==> src/rtl/ascon_dec_sequencer_if.sv <==
// ascon_dec_sequencer_if: host-side job/result handshake bundle for ascon_dec_sequencer.
interface ascon_dec_sequencer_if #(
    parameter int K = 128,
    parameter int L = 32,
    parameter int Y = 32
);
    logic           in_valid;
    logic           in_ready;
    logic [K-1:0]   in_key;
    logic [127:0]   in_nonce;
    logic [L-1:0]   in_ad;
    logic [Y-1:0]   in_ct;
    logic [127:0]   in_exp_tag;
    logic           out_valid;
    logic           out_ready;
    logic [Y-1:0]   out_pt;
    logic [127:0]   out_tag;
    logic           out_auth_ok;
    logic           out_err;
    modport master (
        output in_valid, in_key, in_nonce, in_ad, in_ct, in_exp_tag, out_ready,
        input  in_ready, out_valid, out_pt, out_tag, out_auth_ok, out_err
    );
    modport slave (
        input  in_valid, in_key, in_nonce, in_ad, in_ct, in_exp_tag, out_ready,
        output in_ready, out_valid, out_pt, out_tag, out_auth_ok, out_err
    );
endinterface

==> src/rtl/ascon_dec_sequencer.sv <==
// ascon_dec_sequencer: serializes one decryption job into the bit-serial Ascon core and collects pt/tag.
// Define ASCON_TAG_CHECK_EN to compare the computed tag against the host's expected tag.
module ascon_dec_sequencer #(
    parameter int K       = 128,
    parameter int L       = 32,
    parameter int Y       = 32,
    parameter int TIMEOUT = 1024
) (
    input  logic clk,
    input  logic rst,
    ascon_dec_sequencer_if.slave host,
    output logic core_rst,
    output logic core_key_sdo,
    output logic core_nonce_sdo,
    output logic core_ad_sdo,
    output logic core_ct_sdo,
    output logic core_start,
    input  logic core_ready,
    input  logic core_pt_sdi,
    input  logic core_tag_sdi
);
    localparam int TW = $clog2(TIMEOUT + 1);
    typedef enum logic [2:0] {IDLE, CRST, SHIFT, SETTLE, START, COLLECT, DONE} state_t;
    state_t        state, nxt;
    logic [6:0]    n;
    logic [TW-1:0] t;
    logic [K-1:0]  key;
    logic [127:0]  nonce, tag, tag_nxt;
    logic [L-1:0]  ad;
    logic [Y-1:0]  ct, pt;
    logic          err, accept, shifting, timeout;
    assign accept         = host.in_valid && host.in_ready;
    assign shifting       = !rst && state == SHIFT;
    assign timeout        = state == START && !core_ready && t == TW'(TIMEOUT);
    assign tag_nxt        = {core_tag_sdi, tag[127:1]};
    assign host.in_ready  = !rst && state == IDLE;
    assign host.out_valid = !rst && state == DONE;
    assign host.out_pt    = pt;
    assign host.out_tag   = tag;
    assign host.out_err   = err;
    assign core_rst       = rst || state == CRST;
    assign core_start     = !rst && state == START;
    // Shadow registers shift left with zero fill, so fields shorter than 128 bits trail zeros.
    assign core_key_sdo   = shifting && key[K-1];
    assign core_nonce_sdo = shifting && nonce[127];
    assign core_ad_sdo    = shifting && ad[L-1];
    assign core_ct_sdo    = shifting && ct[Y-1];
    always_comb begin
        nxt = state;
        case (state)
            IDLE:    nxt = host.in_valid ? CRST : IDLE;
            CRST:    nxt = SHIFT;
            SHIFT:   nxt = &n ? SETTLE : SHIFT;
            SETTLE:  nxt = n[0] ? START : SETTLE;
            START:   nxt = core_ready ? COLLECT : (timeout ? DONE : START);
            COLLECT: nxt = &n ? DONE : COLLECT;
            DONE:    nxt = host.out_ready ? IDLE : DONE;
            default: nxt = IDLE;
        endcase
    end
    // n wraps 127->0 out of SHIFT, so SETTLE sees n=0,1 without a separate counter.
    always_ff @(posedge clk) begin
        if (rst) begin
            state <= IDLE;
            n     <= '0;
            t     <= '0;
            key   <= '0;
            nonce <= '0;
            ad    <= '0;
            ct    <= '0;
            pt    <= '0;
            tag   <= '0;
            err   <= 1'b0;
        end else begin
            state <= nxt;
            n     <= (state == CRST || state == START) ? '0 : n + 7'd1;
            t     <= state == START ? t + TW'(1) : '0;
            if (accept) begin
                key   <= host.in_key;
                nonce <= host.in_nonce;
                ad    <= host.in_ad;
                ct    <= host.in_ct;
            end else if (state == SHIFT) begin
                key   <= key << 1;
                nonce <= nonce << 1;
                ad    <= ad << 1;
                ct    <= ct << 1;
            end
            if (state == CRST) err <= 1'b0;
            if (timeout) begin
                err <= 1'b1;
                pt  <= '0;
                tag <= '0;
            end else if (state == COLLECT) begin
                tag <= tag_nxt;
                if ({1'b0, n} < 8'(Y)) pt <= Y'({core_pt_sdi, pt} >> 1);
            end
        end
    end
`ifdef ASCON_TAG_CHECK_EN
    logic [127:0] exp_tag;
    logic         auth;
    assign host.out_auth_ok = auth;
    always_ff @(posedge clk) begin
        if (rst) begin
            exp_tag <= '0;
            auth    <= 1'b0;
        end else begin
            if (accept) exp_tag <= host.in_exp_tag;
            if (state == CRST) auth <= 1'b0;
            else if (state == COLLECT && &n) auth <= tag_nxt == exp_tag;
        end
    end
`else
    assign host.out_auth_ok = host.out_valid && !err;
`endif
endmodule

==> src/flat_wrapper.sv <==
// flat-port wrapper written by rule: the top's interface ports become plain ports
module ascon_dec_sequencer_flat 
#(
    parameter int K       = 128,
    parameter int L       = 32,
    parameter int Y       = 32,
    parameter int TIMEOUT = 1024
)
  (clk, rst, core_rst, core_key_sdo, core_nonce_sdo, core_ad_sdo, core_ct_sdo, core_start, core_ready, core_pt_sdi, core_tag_sdi, host_in_valid, host_in_key, host_in_nonce, host_in_ad, host_in_ct, host_in_exp_tag, host_out_ready, host_in_ready, host_out_valid, host_out_pt, host_out_tag, host_out_auth_ok, host_out_err);
  ascon_dec_sequencer_if #(.K(K), .L(L), .Y(Y)) host_i ();
  input  logic clk;
  input  logic rst;
  output logic core_rst;
  output logic core_key_sdo;
  output logic core_nonce_sdo;
  output logic core_ad_sdo;
  output logic core_ct_sdo;
  output logic core_start;
  input  logic core_ready;
  input  logic core_pt_sdi;
  input  logic core_tag_sdi;
  input wire logic [$bits(host_i.in_valid)-1:0] host_in_valid;
  input wire logic [$bits(host_i.in_key)-1:0] host_in_key;
  input wire logic [$bits(host_i.in_nonce)-1:0] host_in_nonce;
  input wire logic [$bits(host_i.in_ad)-1:0] host_in_ad;
  input wire logic [$bits(host_i.in_ct)-1:0] host_in_ct;
  input wire logic [$bits(host_i.in_exp_tag)-1:0] host_in_exp_tag;
  input wire logic [$bits(host_i.out_ready)-1:0] host_out_ready;
  output wire logic [$bits(host_i.in_ready)-1:0] host_in_ready;
  output wire logic [$bits(host_i.out_valid)-1:0] host_out_valid;
  output wire logic [$bits(host_i.out_pt)-1:0] host_out_pt;
  output wire logic [$bits(host_i.out_tag)-1:0] host_out_tag;
  output wire logic [$bits(host_i.out_auth_ok)-1:0] host_out_auth_ok;
  output wire logic [$bits(host_i.out_err)-1:0] host_out_err;
  assign host_i.in_valid = host_in_valid;
  assign host_i.in_key = host_in_key;
  assign host_i.in_nonce = host_in_nonce;
  assign host_i.in_ad = host_in_ad;
  assign host_i.in_ct = host_in_ct;
  assign host_i.in_exp_tag = host_in_exp_tag;
  assign host_i.out_ready = host_out_ready;
  assign host_in_ready = host_i.in_ready;
  assign host_out_valid = host_i.out_valid;
  assign host_out_pt = host_i.out_pt;
  assign host_out_tag = host_i.out_tag;
  assign host_out_auth_ok = host_i.out_auth_ok;
  assign host_out_err = host_i.out_err;
  ascon_dec_sequencer #(.K(K), .L(L), .Y(Y), .TIMEOUT(TIMEOUT)) u_core (.clk(clk), .rst(rst), .host(host_i), .core_rst(core_rst), .core_key_sdo(core_key_sdo), .core_nonce_sdo(core_nonce_sdo), .core_ad_sdo(core_ad_sdo), .core_ct_sdo(core_ct_sdo), .core_start(core_start), .core_ready(core_ready), .core_pt_sdi(core_pt_sdi), .core_tag_sdi(core_tag_sdi));
endmodule
==> config.mk <==
export PLATFORM = sky130hd
export DESIGN_NAME = ascon_dec_sequencer_flat
export DESIGN_NICKNAME = d
export VERILOG_FILES = /design/src/rtl/ascon_dec_sequencer_if.sv /design/src/rtl/ascon_dec_sequencer.sv /design/src/flat_wrapper.sv
export SDC_FILE = /design/constraint.sdc
export NUM_CORES = 1
export LEC_CHECK = 0
export ABC_AREA = 1
export BUFFER_PORTS_ARGS = -buffer_cell sky130_fd_sc_hd__buf_2
export CORE_AREA = 10 10 238 240
export DETAILED_ROUTE_END_ITERATION = 8
export DIE_AREA = 0 0 248 250
export PLACE_DENSITY = 0.65
export SETUP_SLACK_MARGIN = 0.3
export SYNTH_ARGS = -nofsm -noshare
export SYNTH_HDL_FRONTEND = slang
export SYNTH_SLANG_ARGS = --single-unit
==> constraint.sdc <==
create_clock -name clk -period 1.8 [get_ports clk]
set_input_delay 0 -clock clk [delete_from_list [all_inputs] [get_ports clk]]
set_output_delay 0 -clock clk [all_outputs]
set_load 0.02 [all_outputs]
==> impl_metrics.toml <==
[sta]
rsz0062_at_grt = "true"
period_minus_slack_ns = 1.70
finalCritPeriodShare = 0.942
layout_setup_ws_ns = 0.104
setup_viol_count_final = 0
hold_slack_ns = 0.112
max_slew.worst_pin.slew_ns = 1.10
setup_tns_ns = 0
hold_violations = 0
finalMaxSlewViolations = 0
skew_ns = 0.0205
max_slew_margin = 0.263
max_freq_mhz = 589

[power]
switching_power_mw = 7.52
clockPowerShare = 0.412
switching_share = 0.261
ir_worst_vdd_uv = 715
internal_power_mw = 21.3
p_seq_frac = 0.424
pwr_density_cell_nw_per_um2 = 935
p_total_mw = 28.8
leakage_nw = 13.4
combPwrFrac = 0.164

[worst_hold_path]
min_from = "rst"
min_path_type = "in2reg"

[critical_path]
cp-endpoint = "u_core.nonce[49]"
r2r-start = "u_core.state[2]"
crit_top_cell = "nor2_1"
r2r_setup_slack_ns = 0.10
reg2reg_depth = 9
slowest_stage = "dfxtp_2"
slowest_delay_ns = 0.33
worst-setup-path-type = "reg2reg"
startpoint_type = "flip-flop"
end_kind = "flip-flop"
cp_top_family = "simple AND/OR/NAND/NOR gates"
cp.depth = 9
crit_path_cell_trace = "inv_2 -> buf_6 -> nand2_2 -> nor2_4 -> nand2_8 -> buf_16 -> buf_12 -> nor2_1 -> nor2_1"
cp.required_ns = 2.29
reg2reg_to = "u_core.nonce[49]"
cp_num_buf_inv = 4
cp_max_fo = 9
critPathArrivalTime_ns = 2.19
startpoint = "u_core.state[2]"

[die]
core_area_sq_um = 52000
die_h_um = 250
fp.dieArea_sq_um = 62000
start_util = 0.404
rows = 84
io_pins = 625
die_x_um = 248

[logic_synthesis]
ys_ff_latch = 502
ys_types = 29
mappedNetlistArea_sq_um = 21000
synth_warnings = 0
synthCells = 3031
syn_nets = 3489
avgSynthCellArea_sq_um = 6.93
yosysSeqAreaShare = 0.478

[global_routing]
grt_pass1_vias = 22555
grt_usage = 0.242
grt_pass1_wl_um = 123000
grt_max_degree = 102
grt_antenna_before_repair = 24
overflow = 0

[route]
wire_per_inst_um = 18.1
first_pass_iters = 7
drt_iter0_markers = 1973
via_per_inst = 5.17
ant_nets = 0
wl_um = 82600
drc = 0
vias = 23558

[clock_tree]
clock_path_buffers = 3
cts_tree = "yes"
numClockSinks = 502
cts_made_buffers = 54
cts-root-buf = "clkbuf_16"
h-tree-depth = 2
clock_latency_ns = 0.60
path_clk_slew_ns = 0.06

[cells_and_area]
drive_gt1_frac = 0.198
num-fill-cells = 4456
design_area_sq_um = 30800
area.growth.synth_to_final_pct = 46.5
multiInputGateArea_sq_um = 9850
utilization = 0.592
stdcell_count = 4558
regArea_sq_um = 10100
final_nets = 4268

[flow_run]
cap_violations = 0

[place]
dpl.hpwl_um = 48300
gp_congestion = 0.833
place_ws_ns = 0.00444
placedInstanceArea_sq_um = 24300
dp.cells = 4068
port_buffers = 496

[run_status]
status = "complete, no violations"
==> area by class of cell <==
cell class | count | area share
Clock buffer | 78 | 0.0504
Clock inverter | 17 | 0.0109
Tap cell | 688 | 0.0280
Antenna cell | 21 | 0.00171
Sequential cell | 502 | 0.327
Timing Repair Buffer | 954 | 0.257
Multi-Input combinational cell | 2264 | 0.320
Inverter | 34 | 0.00496
==> layout by cell type (no fill, tap or decap), types with 26 or more instances in the layout <==
cell,n
buf_2,487
a31oi_1,117
clkbuf_16,78
nand3_1,203
nor2_1,410
inv_1,26
a21oi_1,175
dfxtp_1,499
buf_4,49
nand4_1,34
dlygate4sd3_1,329
o21ai_0,125
buf_12,31
nand2_1,1135
==> logic make-up (layout without fill, tap and decap cells) <==
| family | Yosys count | count (layout) | share of synthesized area |
|---|---|---|---|
| xor gates and xnor gates | 2 | 2 | 0.000834 |
| buffers and inverters | 266 | 1083 | 0.0644 |
| other | 0 | 21 | 0 |
| and+or+nand+nor | 1836 | 1837 | 0.347 |
| AOI/OAI and AO/OA | 422 | 422 | 0.108 |
| DFF | 502 | 502 | 0.478 |
| adders and majority gates | 3 | 3 | 0.00179 |
==> worst reg2reg max path: cells and delay by family (launching register included) <==
family	cells	cell delay, ns
flops	1	0.33
buf+inv	4	0.55
simple gates	5	0.71
==> power by group through the flow <==
stage / Clock, mW / Combinational [mW] / Sequential, mW
2_1_floorplan: 0 / 2.29 / 12.3
3_3_place_gp: 0 / 3.39 / 12.4
3_5_place_dp: 0 / 3.40 / 12.4
4_1_cts: 12.1 / 4.07 / 12.2
5_1_grt: 12.5 / 5.15 / 12.3
6_report: 11.9 / 4.71 / 12.2
==> sequential cells by signal, indices dropped and copies added (netlist names) <==
| register | flops |
|---|---|
| u_core.host.out_tag | 128 |
| u_core.key | 128 |
| u_core.nonce | 128 |
| u_core.ad | 32 |
| u_core.ct | 32 |
| u_core.host.out_pt | 32 |
| u_core.t | 11 |
| u_core.n | 7 |
| u_core.state | 3 |
| u_core.host.out_err | 1 |
==> cells in the mapped netlist (all sizes together) <==
cell type,number,area share
nor4,1,0.00030
nand3,215,0.051
clkinv,2,0.00036
xnor2,1,0.00042
o21ai,125,0.030
xor2,1,0.00042
dfxtp,502,0.48
clkbuf,76,0.014
nor3,6,0.0014
a31oi,118,0.035
ha,3,0.0018
and2,1,0.00030
nor3b,3,0.0011
nand4,34,0.010
nand3b,1,0.00036
nand2,1141,0.20
o22ai,2,0.00060
buf,156,0.045
or2,1,0.00030
a21oi,177,0.042
nor2,433,0.078
inv,32,0.0057
==> worst min-delay path by stage <==
stage | end | cells past startpoint
floorplan | host_in_ready | 1
global placement | u_core.key[74] | 3
detailed placement | u_core.nonce[54] | 3
CTS | u_core.nonce[126] | 5
global route | u_core.key[114] | 5
finish | u_core.key[114] | 5
==> what timing repair did <==
action	CTS	global route
endpoints found under the hold margin	326	0
gates resized for setup	33	80
setup endpoints to repair	486	491
hold buffers	329	0
buffers inserted	5	13
cloned	1	26
pin swaps	3	17
==> layer usage <==
layer  vias to the layer above  routed length, um  track usage
li1                      11380                  -            -
met1                     10810              34000        0.304
met2                      1103              37200        0.371
met3                       253               8180       0.0810
met4                        12               3160        0.104
met5                         -                 63            0
(Power assumes the default switching activity.)
